`src/rtl/mc_ctrl_if.sv`:
```
// Bus bundle between the multicycle controller and its fetch/data memories and datapath.
// The controller takes the master view; memories and datapath take the slave view.
interface mc_ctrl_if;
    logic        imem_req;
    logic        imem_rdy;
    logic [31:0] imem_rdata;
    logic        dmem_req;
    logic        dmem_we;
    logic        dmem_rdy;
    logic [31:0] instr;
    logic        br_taken;
    logic        pc_we;
    logic [1:0]  pc_sel;
    logic        alu_src_b;
    logic        rf_we;
    logic [1:0]  wb_sel;
    logic        halt;
    logic        illegal;
    logic [2:0]  state;
    logic [31:0] retire_cnt;

    modport master (
        output imem_req,
        input  imem_rdy,
        input  imem_rdata,
        output dmem_req,
        output dmem_we,
        input  dmem_rdy,
        output instr,
        input  br_taken,
        output pc_we,
        output pc_sel,
        output alu_src_b,
        output rf_we,
        output wb_sel,
        output halt,
        output illegal,
        output state,
        output retire_cnt
    );

    modport slave (
        input  imem_req,
        output imem_rdy,
        output imem_rdata,
        input  dmem_req,
        input  dmem_we,
        output dmem_rdy,
        input  instr,
        output br_taken,
        input  pc_we,
        input  pc_sel,
        input  alu_src_b,
        input  rf_we,
        input  wb_sel,
        input  halt,
        input  illegal,
        input  state,
        input  retire_cnt
    );
endinterface

```
`src/rtl/mc_ctrl.sv`:
```
// Multicycle RV32I-style control FSM: fetch, decode, execute, memory, write-back, halt.
// All strobes are decoded from the registered state so an async reset clears them at once.
module mc_ctrl (
    input  logic     clk,
    input  logic     rst_n,
    mc_ctrl_if.master bus
);

    typedef enum logic [2:0] {
        S_IDLE   = 3'd0,
        S_FETCH  = 3'd1,
        S_DECODE = 3'd2,
        S_EXEC   = 3'd3,
        S_MEM    = 3'd4,
        S_WB     = 3'd5,
        S_HALT   = 3'd6
    } state_e;

    localparam logic [6:0] OPC_LUI    = 7'b0110111;
    localparam logic [6:0] OPC_AUIPC  = 7'b0010111;
    localparam logic [6:0] OPC_JAL    = 7'b1101111;
    localparam logic [6:0] OPC_JALR   = 7'b1100111;
    localparam logic [6:0] OPC_BRANCH = 7'b1100011;
    localparam logic [6:0] OPC_LOAD   = 7'b0000011;
    localparam logic [6:0] OPC_STORE  = 7'b0100011;
    localparam logic [6:0] OPC_OPIMM  = 7'b0010011;
    localparam logic [6:0] OPC_OP     = 7'b0110011;
    localparam logic [6:0] OPC_SYSTEM = 7'b1110011;

    state_e      state_q, state_d;
    logic [31:0] instr_q, instr_d;
    logic [31:0] retire_cnt_q, retire_cnt_d;
    logic        halt_q, halt_d;
    logic        illegal_q, illegal_d;

    logic        imem_req;
    logic        dmem_req;
    logic        dmem_we;
    logic        pc_we;
    logic [1:0]  pc_sel;
    logic        alu_src_b;
    logic        rf_we;
    logic [1:0]  wb_sel;

    // Opcode classification of the latched instruction
    logic [6:0] opc;
    logic [4:0] rd;
    logic       is_lui, is_auipc, is_jal, is_jalr, is_branch;
    logic       is_load, is_store, is_opimm, is_op, is_system;
    logic       is_known, use_imm;

    assign opc       = instr_q[6:0];
    assign rd        = instr_q[11:7];
    assign is_lui    = (opc == OPC_LUI);
    assign is_auipc  = (opc == OPC_AUIPC);
    assign is_jal    = (opc == OPC_JAL);
    assign is_jalr   = (opc == OPC_JALR);
    assign is_branch = (opc == OPC_BRANCH);
    assign is_load   = (opc == OPC_LOAD);
    assign is_store  = (opc == OPC_STORE);
    assign is_opimm  = (opc == OPC_OPIMM);
    assign is_op     = (opc == OPC_OP);
    assign is_system = (opc == OPC_SYSTEM);
    assign is_known  = is_lui | is_auipc | is_jal | is_jalr | is_branch |
                       is_load | is_store | is_opimm | is_op;
    assign use_imm   = is_opimm | is_load | is_store | is_jalr | is_auipc;

    always_comb begin
        state_d   = state_q;
        instr_d   = instr_q;
        halt_d    = halt_q;
        illegal_d = illegal_q;
        imem_req  = 1'b0;
        dmem_req  = 1'b0;
        dmem_we   = 1'b0;
        pc_we     = 1'b0;
        pc_sel    = 2'd0;
        alu_src_b = 1'b0;
        rf_we     = 1'b0;
        wb_sel    = 2'd0;

        case (state_q)
            S_IDLE: begin
                state_d = S_FETCH;
            end
            S_FETCH: begin
                imem_req = 1'b1;
                if (bus.imem_rdy) begin
                    instr_d = bus.imem_rdata;
                    state_d = S_DECODE;
                end
            end
            S_DECODE: begin
                // SYSTEM is a clean stop; anything unrecognised is flagged illegal
                if (is_system) begin
                    halt_d  = 1'b1;
                    state_d = S_HALT;
                end else if (!is_known) begin
                    halt_d    = 1'b1;
                    illegal_d = 1'b1;
                    state_d   = S_HALT;
                end else begin
                    state_d = S_EXEC;
                end
            end
            S_EXEC: begin
                alu_src_b = use_imm;
                if (is_branch) begin
                    pc_we   = 1'b1;
                    pc_sel  = bus.br_taken ? 2'd1 : 2'd0;
                    state_d = S_FETCH;
                end else if (is_load || is_store) begin
                    state_d = S_MEM;
                end else begin
                    state_d = S_WB;
                end
            end
            S_MEM: begin
                alu_src_b = use_imm;
                dmem_req  = 1'b1;
                dmem_we   = is_store;
                if (bus.dmem_rdy) begin
                    if (is_store) begin
                        pc_we   = 1'b1;
                        state_d = S_FETCH;
                    end else begin
                        state_d = S_WB;
                    end
                end
            end
            S_WB: begin
                alu_src_b = use_imm;
                pc_we     = 1'b1;
                rf_we     = (rd != 5'd0);
                if (is_jal) begin
                    pc_sel = 2'd1;
                end else if (is_jalr) begin
                    pc_sel = 2'd2;
                end
                if (is_load) begin
                    wb_sel = 2'd1;
                end else if (is_jal || is_jalr) begin
                    wb_sel = 2'd2;
                end else if (is_lui) begin
                    wb_sel = 2'd3;
                end
                state_d = S_FETCH;
            end
            S_HALT: begin
                state_d = S_HALT;
            end
            default: begin
                // Unused state encoding: stop and report it as illegal
                halt_d    = 1'b1;
                illegal_d = 1'b1;
                state_d   = S_HALT;
            end
        endcase

        retire_cnt_d = retire_cnt_q + {31'd0, pc_we};
    end

    always_ff @(posedge clk or negedge rst_n) begin
        if (!rst_n) begin
            state_q      <= S_IDLE;
            instr_q      <= 32'd0;
            retire_cnt_q <= 32'd0;
            halt_q       <= 1'b0;
            illegal_q    <= 1'b0;
        end else begin
            state_q      <= state_d;
            instr_q      <= instr_d;
            retire_cnt_q <= retire_cnt_d;
            halt_q       <= halt_d;
            illegal_q    <= illegal_d;
        end
    end

    assign bus.imem_req   = imem_req;
    assign bus.dmem_req   = dmem_req;
    assign bus.dmem_we    = dmem_we;
    assign bus.instr      = instr_q;
    assign bus.pc_we      = pc_we;
    assign bus.pc_sel     = pc_sel;
    assign bus.alu_src_b  = alu_src_b;
    assign bus.rf_we      = rf_we;
    assign bus.wb_sel     = wb_sel;
    assign bus.halt       = halt_q;
    assign bus.illegal    = illegal_q;
    assign bus.state      = state_q;
    assign bus.retire_cnt = retire_cnt_q;

endmodule

```
`src/flat_wrapper.sv`:
```
// flat-port wrapper written by rule: the top's interface ports become plain ports
module mc_ctrl_flat 
  (clk, rst_n, bus_imem_req, bus_imem_rdy, bus_imem_rdata, bus_dmem_req, bus_dmem_we, bus_dmem_rdy, bus_instr, bus_br_taken, bus_pc_we, bus_pc_sel, bus_alu_src_b, bus_rf_we, bus_wb_sel, bus_halt, bus_illegal, bus_state, bus_retire_cnt);
  mc_ctrl_if bus_i ();
  input  logic clk;
  input  logic rst_n;
  output wire logic [$bits(bus_i.imem_req)-1:0] bus_imem_req;
  input wire logic [$bits(bus_i.imem_rdy)-1:0] bus_imem_rdy;
  input wire logic [$bits(bus_i.imem_rdata)-1:0] bus_imem_rdata;
  output wire logic [$bits(bus_i.dmem_req)-1:0] bus_dmem_req;
  output wire logic [$bits(bus_i.dmem_we)-1:0] bus_dmem_we;
  input wire logic [$bits(bus_i.dmem_rdy)-1:0] bus_dmem_rdy;
  output wire logic [$bits(bus_i.instr)-1:0] bus_instr;
  input wire logic [$bits(bus_i.br_taken)-1:0] bus_br_taken;
  output wire logic [$bits(bus_i.pc_we)-1:0] bus_pc_we;
  output wire logic [$bits(bus_i.pc_sel)-1:0] bus_pc_sel;
  output wire logic [$bits(bus_i.alu_src_b)-1:0] bus_alu_src_b;
  output wire logic [$bits(bus_i.rf_we)-1:0] bus_rf_we;
  output wire logic [$bits(bus_i.wb_sel)-1:0] bus_wb_sel;
  output wire logic [$bits(bus_i.halt)-1:0] bus_halt;
  output wire logic [$bits(bus_i.illegal)-1:0] bus_illegal;
  output wire logic [$bits(bus_i.state)-1:0] bus_state;
  output wire logic [$bits(bus_i.retire_cnt)-1:0] bus_retire_cnt;
  assign bus_imem_req = bus_i.imem_req;
  assign bus_i.imem_rdy = bus_imem_rdy;
  assign bus_i.imem_rdata = bus_imem_rdata;
  assign bus_dmem_req = bus_i.dmem_req;
  assign bus_dmem_we = bus_i.dmem_we;
  assign bus_i.dmem_rdy = bus_dmem_rdy;
  assign bus_instr = bus_i.instr;
  assign bus_i.br_taken = bus_br_taken;
  assign bus_pc_we = bus_i.pc_we;
  assign bus_pc_sel = bus_i.pc_sel;
  assign bus_alu_src_b = bus_i.alu_src_b;
  assign bus_rf_we = bus_i.rf_we;
  assign bus_wb_sel = bus_i.wb_sel;
  assign bus_halt = bus_i.halt;
  assign bus_illegal = bus_i.illegal;
  assign bus_state = bus_i.state;
  assign bus_retire_cnt = bus_i.retire_cnt;
  mc_ctrl u_core (.clk(clk), .rst_n(rst_n), .bus(bus_i));
endmodule
```
`config.mk`:
```
export PLATFORM = sky130hd
export DESIGN_NAME = mc_ctrl_flat
export DESIGN_NICKNAME = d
export VERILOG_FILES = /design/src/rtl/mc_ctrl_if.sv /design/src/rtl/mc_ctrl.sv /design/src/flat_wrapper.sv
export SDC_FILE = /design/constraint.sdc
export NUM_CORES = 1
export LEC_CHECK = 0
export CAP_MARGIN = 40
export CORE_UTILIZATION = 40
export DETAILED_ROUTE_END_ITERATION = 12
export PLACE_DENSITY = 0.73
export RECOVER_POWER = 50
export SYNTH_ARGS = -nofsm -noshare
export SYNTH_HDL_FRONTEND = slang
export SYNTH_SLANG_ARGS = --single-unit
```
`constraint.sdc`:
```
create_clock -name clk -period 3.8 [get_ports clk]
set_clock_uncertainty 0.15 [all_clocks]
set_input_delay 1.14 -clock clk [delete_from_list [all_inputs] [get_ports clk]]
set_output_delay 1.14 -clock clk [all_outputs]
set_load 0.05 [all_outputs]
```
==> parameters.txt <==
Parameter                              Value

Run status
  Result of the run ... complete, but fails checks
  Failing checks ... capacitance limit, slew limit

Synthesis
  Proportion of synthesized chip area in sequential cells ... 0.553
  Post-Synthesis Mean Instance Area ... approximately 12 um^2
  Synthesized area ... approximately 3100 um^2
  Number of instances in the synthesized netlist ... 259
  Number of register bits inferred by synthesis ... 69
  Number of nets in the synthesized netlist ... between 200 and 300
  Proportion of register bits with asynchronous set or reset after synthesis ... 1.00
  Yosys Warn Count ... 0
  Synth cell types ... between 40 and 50
  EDFF count, synth ... 0
  Main synth FF type ... dfrtp_1

Die
  Die height ... between 90 and 100 um
  Initial Utilization ... 0.421
  Core outline area ... 7410 um^2
  Die X-Extent ... about 90 um
  Site row count ... 31
  Top-level I/O count ... 116
  Die area ... around 8000 um^2

Setup path
  Max FO, Critical Path ... 2
  Setup crit end kind ... primary output
  Startpoint types ... primary input
  Launch point of the worst reg-to-reg path ... u_core.bus.instr[3]
  Data required time at the worst endpoint ... ~2.5 ns
  Launch point of the critical path ... bus_dmem_rdy
  CP Class ... in -> out
  Arrival time worst endpoint ... between 2 and 2.5 ns

Power and ir drop
  Combinational power share ... 0.532
  Maximum vdd drop ... 0.522 mV
  Cell Int Power ... around 2000 uW
  Switching power share of the total ... 0.463
  Post-layout total power ... 3730 uW
  Leakage power ... a little under 0.002 uW
  Part of the total power dissipated in the clock network ... 0.153
  Seq pwr share ... 0.315
  Power per Cell Area ... just over 800 nW/um^2
  Power spent charging and discharging nets ... between 1500 and 2000 uW

Timing
  Period utilization ... 0.952
  Final hold viol count ... 0
  Min Clock Period, post-route ... around 3.6 ns
  Slew Limit Fails ... 29
  Setup repair after global routing missed its margin ... no
  Final-layout setup total negative slack ... 0 ns
  Setup-violating endpoint count in the final report ... 0
  Tightest hold margin ... around 0.32 ns
  Highest clock rate ... 276 MHz
  Max-Slew Margin vs Limit ... -0.0149
  Worst-margin pin slew ... about 1.5 ns

Final layout
  Diode count ... 0
  Share of final-layout standard cells stronger than drive strength 1 ... 0.159
  P&R area growth vs syn ... 47.5%
  Fill cells ... between 600 and 700
  Area of all placed cells without fillers ... between 4000 and 5000 um^2
  Most common cell after layout, fill and taps aside ... clkdlybuf4s50_1
  Most frequent cells in the layout ... clkdlybuf4s50_1 (109), dfrtp_1 (69), mux2_2 (30)
  Number of nets in the final layout ... around 420

GRT
  Pin count of the biggest net entering global routing ... 29
  Total global-route track usage ... 0.182
  GRT Residual Overflow ... 0
  Antenna violations before repair ... 0
  Via count of the first global-routing pass ... around 2400
  First-pass GRT wire length ... 11800 um

Routing
  Starting DRC count in detailed routing ... 54
  Drt drc ... 0
  Via count ... ~2400
  Post-detailed-route wirelength per cell ... 14.4 um
  Drt pass-1 iters ... 4
  Antenna violation net count after detailed routing ... 0
  Detailed-route vias per instance ... roughly 5
  Drt total wl ... between 7000 and 8000 um

Placed design
  Gp weighted congestion ... 0.767
  Port-buffer cells ... 115
  Detailed-placement wirelength estimate ... 5240 um
  Placed Area ... roughly 4400 um^2

Clocking
  Hold-fix buffers at CTS ... 0
  CTS Buffer Depth ... 2
  Number of gates resized after CTS ... 0
  CTS tree ... done
  Number of CTS-inserted buffers ... 9
  Buffer count from post-CTS setup fixing ... 0
  Max H-tree Level ... 3
  Count of clock tree sinks ... about 70
  Clock slew at reported path FFs ... 0.07 ns
  Root buf cell ... clkbuf_8
  Clock latency at the later pin of the worst-skew pair ... about 0.33 ns

Min path
  Type of the most critical hold path ... reg -> reg
  Worst hold path startpoint ... u_core.bus.halt

Run
  Max-cap violation count ... 1
synth_stat cells (3+ instances only):
| cell | n | area, um^2 |
|---|---|---|
| a21oi_1 | 6 | 30.0 |
| and2_1 | 3 | 18.8 |
| and4_1 | 4 | 35.0 |
| buf_4 | 3 | 22.5 |
| dfrtp_1 | 69 | 1730 |
| inv_1 | 5 | 18.8 |
| mux2_2 | 30 | 338 |
| mux2i_1 | 3 | 30.0 |
| nand2_1 | 21 | 78.8 |
| nand3_1 | 17 | 85.1 |
| nand4_1 | 10 | 62.6 |
| nor2_1 | 15 | 56.3 |
| o21ai_0 | 4 | 20.0 |
| xnor2_1 | 24 | 210 |
| xor2_1 | 6 | 52.6 |
worst max-delay path: stages:
cell,delay (ns)
clkdlybuf4s50_1,0.48
nand4_1,0.07
a21oi_1,0.20
nand2_1,0.09
o21ai_2,0.08
buf_4,0.15
buf_12,0.12
layout make-up:
cell class / count / area, um^2 / share of cell area
tap: 99 / 124 / 0.0269
clock inverter: 4 / 48.8 / 0.0106
timing repair buffer: 126 / 1240 / 0.269
inverter: 5 / 18.8 / 0.00408
clock buffer: 12 / 135 / 0.0293
multi-input combinational: 174 / 1310 / 0.285
sequential: 69 / 1730 / 0.375
flip-flops by register name (all words and copies together) (netlist names):
| signal | flops |
|---|---|
| u_core.bus.halt | 1 |
| u_core.bus.state | 3 |
| u_core.bus.retire_cnt | 32 |
| u_core.bus.illegal | 1 |
| u_core.bus.instr | 32 |
metal layers:
| layer | global-route usage | vias to the layer above | part of all wire |
|---|---|---|---|
| met2 | 0.294 | 63 | 0.49 |
| li1 | - | 1159 | - |
| met1 | 0.227 | 1167 | 0.44 |
| met3 | 0.0471 | 13 | 0.049 |
| met4 | 0.0874 | 0 | 0.020 |
| met5 | 0 | - | 0 |
logic make-up after synthesis:
| kind of cell | count (synthesis) | share of synthesized area |
|---|---|---|
| muxes | 33 | 0.118 |
| adders and majority gates | 2 | 0.00801 |
| buffers and inverters | 16 | 0.0293 |
| AOI/OAI and AO/OA | 20 | 0.0421 |
| xor gates and xnor gates | 30 | 0.0842 |
| DFF | 69 | 0.553 |
| and+or+nand+nor | 89 | 0.166 |
stage by stage:
step / setup slack, ns / std cells / utilization
5_1_grt: 0.0383 / 489 / 0.622
6_report: 0.183 / 489 / 0.622
4_1_cts: 0.0816 / 489 / 0.623
2_1_floorplan: 0.115 / 259 / -
3_3_place_gp: 0.106 / 473 / 0.598
3_5_place_dp: 0.0882 / 473 / 0.598
final timing paths:
check | slack [ns] | depth (start not counted) | end
max in group asynchronous | 0.82 | 2 | u_core.bus.state[1]
hold reg to reg | 0.32 | 1 | u_core.bus.halt
setup reg to reg | 0.78 | 12 | u_core.bus.retire_cnt[28]
hold / removal | 0.32 | 1 | u_core.bus.halt
min in group asynchronous | 0.76 | 1 | u_core.bus.instr[19]
setup / recovery | 0.18 | 7 | bus_pc_we
power by group through the flow:
stage	registers [uW]	clock network (uW)	logic [uW]
detailed placement	1190	0	2010
floorplan	1900	0	622
CTS	1180	581	2010
finish	1170	571	1990
global placement	1180	0	1990
global route	1220	622	2080
Note: power is estimated with default switching activity, not from simulation.
